[src/rtl/mux_src_arbiter_if.sv]
// Handshake bundle for the 3-source mux arbiter: source valid/data/ready
// toward the requesters, registered word with valid/ready toward downstream.
interface mux_src_arbiter_if #(
  parameter int DW = 8
);
  logic          v0, v1, v2;
  logic [DW-1:0] d0, d1, d2;
  logic          rdy0, rdy1, rdy2;
  logic [2:0]    sel;
  logic [DW-1:0] data_out;
  logic          out_valid;
  logic          out_ready;

  modport slave (
    input  v0, v1, v2, d0, d1, d2, out_ready,
    output rdy0, rdy1, rdy2, sel, data_out, out_valid
  );

  modport master (
    output v0, v1, v2, d0, d1, d2, out_ready,
    input  rdy0, rdy1, rdy2, sel, data_out, out_valid
  );
endinterface

[src/rtl/mux_src_arbiter.sv]
// Round-robin arbiter with per-owner burst limit feeding a registered mux stage.
// Ports: clk, rst (sync, active high), bus (slave view of mux_src_arbiter_if).
module mux_src_arbiter #(
  parameter int DW    = 8,
  parameter int BURST = 4
) (
  input  logic               clk,
  input  logic               rst,
  mux_src_arbiter_if.slave   bus
);
  localparam int CW = $clog2(BURST + 1);
  localparam logic [CW-1:0] BMAX = CW'(BURST);

  typedef enum logic {IDLE, BUSY} state_t;

  state_t        state, state_d;
  logic [1:0]    owner;
  logic [CW-1:0] burst_cnt;
  logic [2:0]    v, rdy;
  logic [1:0]    o1, o2, grant;
  logic          can_load, others, keep, go;
  logic [DW-1:0] d_g;

  assign v        = {bus.v2, bus.v1, bus.v0};
  assign can_load = !bus.out_valid || bus.out_ready;
  assign go       = !rst && can_load && (|v);

  // Owner only gets a sticky claim once BUSY; from IDLE the search
  // starts at owner+1 so the first grant after reset goes to source 0.
  always_comb begin
    o1     = (owner == 2'd2) ? 2'd0 : owner + 2'd1;
    o2     = (o1 == 2'd2) ? 2'd0 : o1 + 2'd1;
    others = |(v & ~(3'b001 << owner));
    keep   = (state == BUSY) && v[owner] &&
             ((burst_cnt < BMAX) || !others);
    grant  = owner;
    if (keep)       grant = owner;
    else if (v[o1]) grant = o1;
    else if (v[o2]) grant = o2;
    rdy    = go ? (3'b001 << grant) : 3'b000;
  end

  assign bus.rdy0 = rdy[0];
  assign bus.rdy1 = rdy[1];
  assign bus.rdy2 = rdy[2];

  always_comb begin
    d_g = bus.d0;
    unique case (grant)
      2'd1:    d_g = bus.d1;
      2'd2:    d_g = bus.d2;
      default: d_g = bus.d0;
    endcase
  end

  always_comb begin
    state_d = state;
    unique case (state)
      IDLE: if (go) state_d = BUSY;
      BUSY: if (!bus.out_valid && !(|v)) state_d = IDLE;
      default: state_d = IDLE;
    endcase
  end

  always_ff @(posedge clk) begin
    if (rst) state <= IDLE;
    else     state <= state_d;
  end

  always_ff @(posedge clk) begin
    if (rst) begin
      bus.data_out  <= '0;
      bus.out_valid <= 1'b0;
      bus.sel       <= 3'b000;
      owner         <= 2'd2;
      burst_cnt     <= '0;
    end else if (go) begin
      bus.data_out  <= d_g;
      bus.sel       <= {1'b0, grant};
      bus.out_valid <= 1'b1;
      if (state == IDLE || grant != owner) begin
        owner     <= grant;
        burst_cnt <= CW'(1);
      end else if (burst_cnt < BMAX) begin
        burst_cnt <= burst_cnt + CW'(1);
      end else begin
        // sole requester kept past the limit: start a fresh burst
        burst_cnt <= CW'(1);
      end
    end else begin
      if (can_load) bus.out_valid <= 1'b0;
      if (state == BUSY && state_d == IDLE) burst_cnt <= '0;
    end
  end
endmodule

[src/flat_wrapper.sv]
// flat-port wrapper written by rule: the top's interface ports become plain ports
module mux_src_arbiter_flat 
#(
  parameter int DW    = 8,
  parameter int BURST = 4
)
  (clk, rst, bus_v0, bus_v1, bus_v2, bus_d0, bus_d1, bus_d2, bus_out_ready, bus_rdy0, bus_rdy1, bus_rdy2, bus_sel, bus_data_out, bus_out_valid);
  mux_src_arbiter_if #(.DW(DW)) bus_i ();
  input  logic clk;
  input  logic rst;
  input wire logic [$bits(bus_i.v0)-1:0] bus_v0;
  input wire logic [$bits(bus_i.v1)-1:0] bus_v1;
  input wire logic [$bits(bus_i.v2)-1:0] bus_v2;
  input wire logic [$bits(bus_i.d0)-1:0] bus_d0;
  input wire logic [$bits(bus_i.d1)-1:0] bus_d1;
  input wire logic [$bits(bus_i.d2)-1:0] bus_d2;
  input wire logic [$bits(bus_i.out_ready)-1:0] bus_out_ready;
  output wire logic [$bits(bus_i.rdy0)-1:0] bus_rdy0;
  output wire logic [$bits(bus_i.rdy1)-1:0] bus_rdy1;
  output wire logic [$bits(bus_i.rdy2)-1:0] bus_rdy2;
  output wire logic [$bits(bus_i.sel)-1:0] bus_sel;
  output wire logic [$bits(bus_i.data_out)-1:0] bus_data_out;
  output wire logic [$bits(bus_i.out_valid)-1:0] bus_out_valid;
  assign bus_i.v0 = bus_v0;
  assign bus_i.v1 = bus_v1;
  assign bus_i.v2 = bus_v2;
  assign bus_i.d0 = bus_d0;
  assign bus_i.d1 = bus_d1;
  assign bus_i.d2 = bus_d2;
  assign bus_i.out_ready = bus_out_ready;
  assign bus_rdy0 = bus_i.rdy0;
  assign bus_rdy1 = bus_i.rdy1;
  assign bus_rdy2 = bus_i.rdy2;
  assign bus_sel = bus_i.sel;
  assign bus_data_out = bus_i.data_out;
  assign bus_out_valid = bus_i.out_valid;
  mux_src_arbiter #(.DW(DW), .BURST(BURST)) u_core (.clk(clk), .rst(rst), .bus(bus_i));
endmodule
[config.mk]
export PLATFORM = sky130hd
export DESIGN_NAME = mux_src_arbiter_flat
export DESIGN_NICKNAME = d
export VERILOG_FILES = /design/src/rtl/mux_src_arbiter_if.sv /design/src/rtl/mux_src_arbiter.sv /design/src/flat_wrapper.sv
export SDC_FILE = /design/constraint.sdc
export NUM_CORES = 1
export LEC_CHECK = 0
export ABC_AREA = 1
export ABC_CLOCK_PERIOD_IN_PS = 4450
export BUFFER_PORTS_ARGS = -buffer_cell sky130_fd_sc_hd__buf_4
export CAP_MARGIN = 20
export CORE_MARGIN = 2
export CORE_UTILIZATION = 45
export DETAILED_ROUTE_END_ITERATION = 10
export PLACE_DENSITY = 0.86
export SYNTH_ARGS = -nofsm -noshare
export SYNTH_HDL_FRONTEND = slang
export SYNTH_SLANG_ARGS = --single-unit
[constraint.sdc]
create_clock -name clk -period 4.45 [get_ports clk]
set_input_delay 1.335 -clock clk [delete_from_list [all_inputs] [get_ports clk]]
set_output_delay 1.335 -clock clk [all_outputs]
set_load 0.02 [all_outputs]
==> results of run 1 <==
==> logic make-up (layout without fill, tap and decap cells) <==
logic type	Yosys count	in the layout
AOI/OAI and AO/OA	37	37
adders and majority gates	4	4
buffers and inverters	33	72
DFF	17	17
muxes	1	1
other	1	1
and+or+nand+nor	76	76
==> repair_timing <==
action / in CTS / in global routing
endpoints found under the setup margin: 0 / 1
endpoints found under the hold margin: 0 / 0
gates resized for setup: 0 / 1
setup buffers: 0 / 0
==> worst max-delay path, delay by kind of cell <==
kind / cells / cell delay [ps]
AND/OR/NAND/NOR: 2 / 910
buffers and inverters: 3 / 640
==> metrics by stage <==
| stage | utilization | instance area, µm² | instances |
|---|---|---|---|
| floorplan | - | 1230 | 169 |
| global placement | 0.610 | 1540 | 234 |
| detailed placement | 0.610 | 1540 | 234 |
| CTS | 0.621 | 1570 | 238 |
| global route | 0.622 | 1570 | 238 |
| finish | 0.622 | 1570 | 238 |
==> final cells by class <==
type | instances | area (µm²) | area share
Tap cell | 30 | 37.5 | 0.0239
Sequential cell | 17 | 340 | 0.217
Timing Repair Buffer | 44 | 330 | 0.211
Clock inverter | 1 | 5.00 | 0.00319
Multi-Input combinational cell | 119 | 724 | 0.462
Inverter | 24 | 109 | 0.0694
Clock buffer | 3 | 22.5 | 0.0144
==> layer usage <==
layer	routed length (µm)	up-vias
met5	0	-
met4	0	0
met3	188	0
met2	1330	49
met1	1170	549
li1	-	632
==> where the power goes <==
group	internal (mW)	switching (mW)	leakage (nW)
registers	0.169	0.0153	0.140
logic	0.106	0.145	0.614
clock network	0.0334	0.0481	0.0177
==> cells in the final DEF, fill, tap and decap left out, drive strengths merged, types with 7 or more instances in the layout <==
master and instances:
a21oi 7, a22o 8, a31oi 8, buf 44
dfxtp 17, inv 21, nand2 42, nand3 14
nor2 15, o21ai 13
==> flip-flops by register name, indices dropped and copies added, names as in the netlist <==
signal	flops
u_core.owner	2
u_core.burst_cnt	3
u_core.bus.out_valid	1
u_core.bus.sel	2
u_core.state	1
u_core.bus.data_out	8
==> final timing paths <==
path	startpoint	endpoint	slack, ps	cells past startpoint
setup / recovery	rst	bus_rdy2	230	5
hold / removal	u_core.bus.sel[1]	u_core.bus.sel[1]	470	2
setup reg to reg	u_core.owner[1]	u_core.bus.data_out[7]	2010	13
hold reg to reg	u_core.bus.sel[1]	u_core.bus.sel[1]	470	2
==> metrics.txt, run 1 <==
run status finished clean; minimum setup slack after placement 187 ps; biggest fanout along the worst timing path 21; Worst Setup Path Type input port to output pin; synthesized flop and latch total 17; leading cell type by number of instances after synthesis sky130_fd_sc_hd__nand2_1; ratio of cells with drive above 1 in the final layout 0.399; overall power after layout 0.517 mW; Min-Delay Path Class register to register; total length of routed wires between 2000 and 3000 µm; synth-to-layout area growth 28.0%; total routing resource utilization after global routing 0.177; grt peak-use layer met2; Fill cells 228; first-pass GRT wire length 4550 µm; Achievable Freq 0.237 GHz; post-synthesis xor/xnor area fraction 0; die span in y 56.2 µm; startpoint class of the critical path input port; Final Hold Fails 0; share of cell area taken by muxes after synthesis 0.00816; Max Buffers Root-to-Sink 2; Async S/R FF share, synth 0; number of top-level pins 45; actual transition at the worst max-transition pin 993 ps; cts-stage hold buffer count 0; via count of the first global-routing pass 1134; Avg Cell Area, Syn 7.26 µm²; power density cells 329 mW/mm²; Clk Latency, worst-skew pair 290 ps; number of vias in the routed layout around 1.2k; Std-Cell Core Area 0.00252 mm²; Remaining Overflow, GRT 0; share of the synthesized area in compound gates (AO/OA/AOI/OAI) 0.198; Clock Sinks 17; proportion of synthesized chip area in sequential cells 0.278; fraction of synthesized cell area taken by the top area cell type 0.278; sequence of cells on the critical path buf_4 -> nor3_2 -> bufinv_8 -> nor2_1 -> buf_4; part of the cycle the worst path needs 0.947; critical path's most frequent cell sky130_fd_sc_hd__buf_4; Mapped Area roughly 0.0012 mm²; post-synthesis simple-gate area fraction 0.339; worst-case hold slack 473 ps; # rows 18; total die area 0.00316 mm²; Final setup violation count 0; buffers added on ports 43; number of detailed-route iterations in the first pass 4; horizontal extent of the die between 50 and 60 µm; commonest cells in the synthesized netlist 32 x sky130_fd_sc_hd__nand2_1, 17 x sky130_fd_sc_hd__dfxtp_1, 16 x sky130_fd_sc_hd__inv_1, 10 x sky130_fd_sc_hd__o21ai_0; met1 track demand over resource 0.222; setup TNS after final layout 0 ps; kind of end point of the critical path output pin; Clock Skew 4.02 ps; relative max-transition margin 0.334; clock tree from TritonCTS built; maximum number of pins on one net before global-route repair 22; RSZ-0062 raised after global routing false; met2 Resource Use GR 0.292; DR vias/cell roughly 5.2; number of library cell types mapped by synthesis 34; Static Leak 0.772 nW; cell types occupying the most area after synthesis sky130_fd_sc_hd__dfxtp_1 28%, sky130_fd_sc_hd__nand2_1 9.8%, sky130_fd_sc_hd__a22o_1 5.7%, sky130_fd_sc_hd__inv_1 4.9%, sky130_fd_sc_hd__nand2_2 4.6%; arrival time of the worst setup path 2880 ps; Clock Tree Root sky130_fd_sc_hd__clkbuf_4; Num CTS Buffers 3; DRC Markers 0; placer congestion estimate 0.869; Post-Syn Instances ~170; violation count after the first detailed-route iteration 43; count of synthesis-stage warnings from yosys 0; max-capacitance violation count 0; main flop type after synthesis sky130_fd_sc_hd__dfxtp_1; Yosys top cell by area sky130_fd_sc_hd__dfxtp_1; average wire per cell in the routed design 11.3 µm; antenna violations before repair 0; met3 usage 0.0256; fin. max-slew vios 0; total number of nets in the final design 243; number of antenna diodes 0; delay of the slowest critical-path stage 810 ps; effective utilization at floorplan 0.486; main combinational cell family by area after synthesis simple AND/OR/NAND/NOR gates; data required time of the critical path roughly 3100 ps; Worst Setup Slack, final about 230 ps; Post-synth EDFFs 0; remaining antenna violation count after routing 0; area share of fa/ha/maj cells after synthesis 0.0408; clock period minus final worst setup slack 4220 ps; dpl hpwl 2190 µm; slowest stage cell on the critical path sky130_fd_sc_hd__nor3_2; worst voltage drop across the vdd grid 284 µV; post-synthesis net count 203; Reg clk slew, reported paths 100 ps; CTS HTree Levels 1
Power figures use the tool's default switching activity.
==> inputs of run 2 (changes only) <==
ABC_AREA = unset   (was 1)
==> run 2 against run 1 <==
Against the previous run:
- count of clock-buffer cells in the layout stayed put
- core utilization fell by 0.43 points
- clock power rose by 1%
- global-route usage is 4.4 points higher
- via count decreased by 2.8%
- cell count down 11%
- sequential power up 8%
- sequential share of layout area increased by 0.55 points
- critical endpoint unchanged
- largest cell class unchanged
- largest power group unchanged
==> metrics.txt, run 2 <==
Post-Syn Instances 145; arrival time of the worst setup path ~3000 ps; grt peak-use layer met2; Post-synth EDFFs 0; post-CTS repair timing setup buffer count 0; Clk Latency, worst-skew pair 290 ps; Achievable Freq between 0.2 and 0.25 GHz; maximum number of pins on one net before global-route repair 24; die span in y 55.1 µm; Num CTS Buffers 3; synth-to-layout area growth 30.4%; top library cells by usage in the layout, fill and taps aside 47 x sky130_fd_sc_hd__buf_4, 17 x sky130_fd_sc_hd__a21oi_1, 17 x sky130_fd_sc_hd__dfxtp_1, 16 x sky130_fd_sc_hd__nor2_1; Yosys top cell by area sky130_fd_sc_hd__dfxtp_1; Max Buffers Root-to-Sink 2; Final setup violation count 0; Post-Layout Cell Count between 200 and 250; relative max-transition margin 0.571; Worst Setup Path Type input port to output pin; average wire per cell in the routed design 13.6 µm; antenna violations before repair 0; proportion of synthesized chip area in sequential cells 0.290; via count of the first global-routing pass 1159; DR vias/cell 5.64; Clock Skew 2.19 ps; number of top-level pins 45; total instance count after detailed placement 208; effective utilization at floorplan 0.474; number of library cell types mapped by synthesis 42; leading registers by flop count u_core.bus.data_out x8, u_core.burst_cnt x3; register name with the most flops u_core.bus.data_out; Avg Cell Area, Syn 8.09 µm²; part of the cycle the worst path needs 0.980; run status finished clean; met2 Resource Use GR 0.407; actual transition at the worst max-transition pin 644 ps; clock period minus final worst setup slack 4360 ps; CTS HTree Levels 1; violation count after the first detailed-route iteration 18; Async S/R FF share, synth 0; Mapped Area between 0.001 and 0.0015 mm²; met1 track demand over resource 0.239; dpl hpwl between 2000 and 2500 µm; RSZ-0062 raised after global routing false; main flop type after synthesis sky130_fd_sc_hd__dfxtp_1; kind of end point of the critical path output pin; cell types occupying the most area after synthesis sky130_fd_sc_hd__dfxtp_1 29%, sky130_fd_sc_hd__a21oi_1 7.2%, sky130_fd_sc_hd__nand3b_1 6.4%, sky130_fd_sc_hd__a22oi_1 5.1%, sky130_fd_sc_hd__nor2_1 5.1%; Final Hold Fails 0; placer congestion estimate 0.863; Static Leak roughly 0.67 nW; most common cell after layout, fill and taps aside sky130_fd_sc_hd__buf_4; post-synthesis net count 179; first-pass GRT wire length roughly 4900 µm; number of detailed-route iterations in the first pass 4; buffers added on ports 43; Clock Tree Root sky130_fd_sc_hd__clkbuf_4; remaining antenna violation count after routing 0; synthesized flop and latch total 17; power density cells 336 mW/mm²; met3 usage 0.0645; total number of nets in the final design 217; Remaining Overflow, GRT 0; setup TNS after final layout 0 ps; Largest register FFs 8; DRC Markers 0; number of vias in the routed layout 1195; Reg2Reg Setup Slack 1640 ps; ratio of cells with drive above 1 in the final layout 0.341; clock tree from TritonCTS built; data required time of the critical path 3120 ps; Std-Cell Core Area 0.00248 mm²; number of antenna diodes 0; count of synthesis-stage warnings from yosys 0; total die area a little over 0.003 mm²; biggest fanout along the worst timing path 7; total length of routed wires a little under 3000 µm; horizontal extent of the die ~55 µm; # rows 18; Min-Delay Path Class register to register; total routing resource utilization after global routing 0.221; Reg clk slew, reported paths 100 ps; startpoint class of the critical path input port; Clock Sinks 17; fraction of synthesized cell area taken by the top area cell type 0.290; worst voltage drop across the vdd grid 237 µV; commonest cells in the synthesized netlist 17 x sky130_fd_sc_hd__a21oi_1, 17 x sky130_fd_sc_hd__dfxtp_1, 16 x sky130_fd_sc_hd__nor2_1, 11 x sky130_fd_sc_hd__o21ai_0, 10 x sky130_fd_sc_hd__nand3b_1; fin. max-slew vios 0; max-capacitance violation count 0
==> run 2: area by class of cell <==
class	instances	area, µm²
multi-input cells	108	749
flip-flops and latches	17	340
clock buffers	3	22.5
clock inverters	1	5.00
repair buffers	47	353
inverters	6	22.5
fillers	219	947
well taps	30	37.5
==> run 2: cells by family (layout without fill, tap and decap cells) <==
family,after synthesis,after routing,share of synthesized area
AOI/OAI and AO/OA,53,53,0.323
adders and majority gates,4,4,0.0426
buffers and inverters,20,57,0.0789
DFF,17,17,0.290
muxes,3,3,0.0298
other,1,1,0.00320
and+or+nand+nor,47,47,0.232
==> run 2: worst paths after layout <==
| path | start | to | cells past startpoint |
|---|---|---|---|
| worst max-delay path | bus_v2 | bus_rdy2 | 9 |
| worst min-delay path | u_core.burst_cnt[1] | u_core.burst_cnt[1] | 2 |
| worst max register to register | u_core.owner[1] | u_core.bus.data_out[3] | 9 |
| worst min register to register | u_core.burst_cnt[1] | u_core.burst_cnt[1] | 2 |
==> run 2: stage by stage <==
step	utilization	power [mW]	setup slack, ps	hold WS, ps	area (µm²)
2_1_floorplan	-	0.350	53.4	440	1170
3_3_place_gp	0.603	0.423	85.8	451	1490
5_1_grt	0.618	0.550	10.8	531	1530
4_1_cts	0.614	0.516	31.6	497	1520
3_5_place_dp	0.603	0.433	34.0	482	1490
6_report	0.618	0.514	88.9	494	1530
==> run 2: repair_timing <==
item                                    CTS  global route
hold buffers                              0             0
gates resized for setup                   0             2
endpoints found under the setup margin    0             2
==> run 2: routing by layer <==
layer,share of wire,vias to the layer above,routed length (µm)
li1,-,597,-
met1,0.41,551,1170
met2,0.51,45,1470
met3,0.079,2,229
met4,0.0049,0,14
met5,0,-,0
==> run 2: power breakdown <==
part | switching [mW] | total, mW | internal (mW)
registers | 0.0231 | 0.198 | 0.175
logic | 0.127 | 0.234 | 0.106
clock network | 0.0490 | 0.0824 | 0.0334
==> run 2: worst max-delay path: stages <==
cell                        delay, ps
sky130_fd_sc_hd__buf_4            150
sky130_fd_sc_hd__nor4b_4          310
sky130_fd_sc_hd__a2111oi_4        110
sky130_fd_sc_hd__or2_2            340
sky130_fd_sc_hd__a31oi_4          200
sky130_fd_sc_hd__inv_1             90
sky130_fd_sc_hd__ha_1             210
sky130_fd_sc_hd__and2_1           130
sky130_fd_sc_hd__buf_4            150
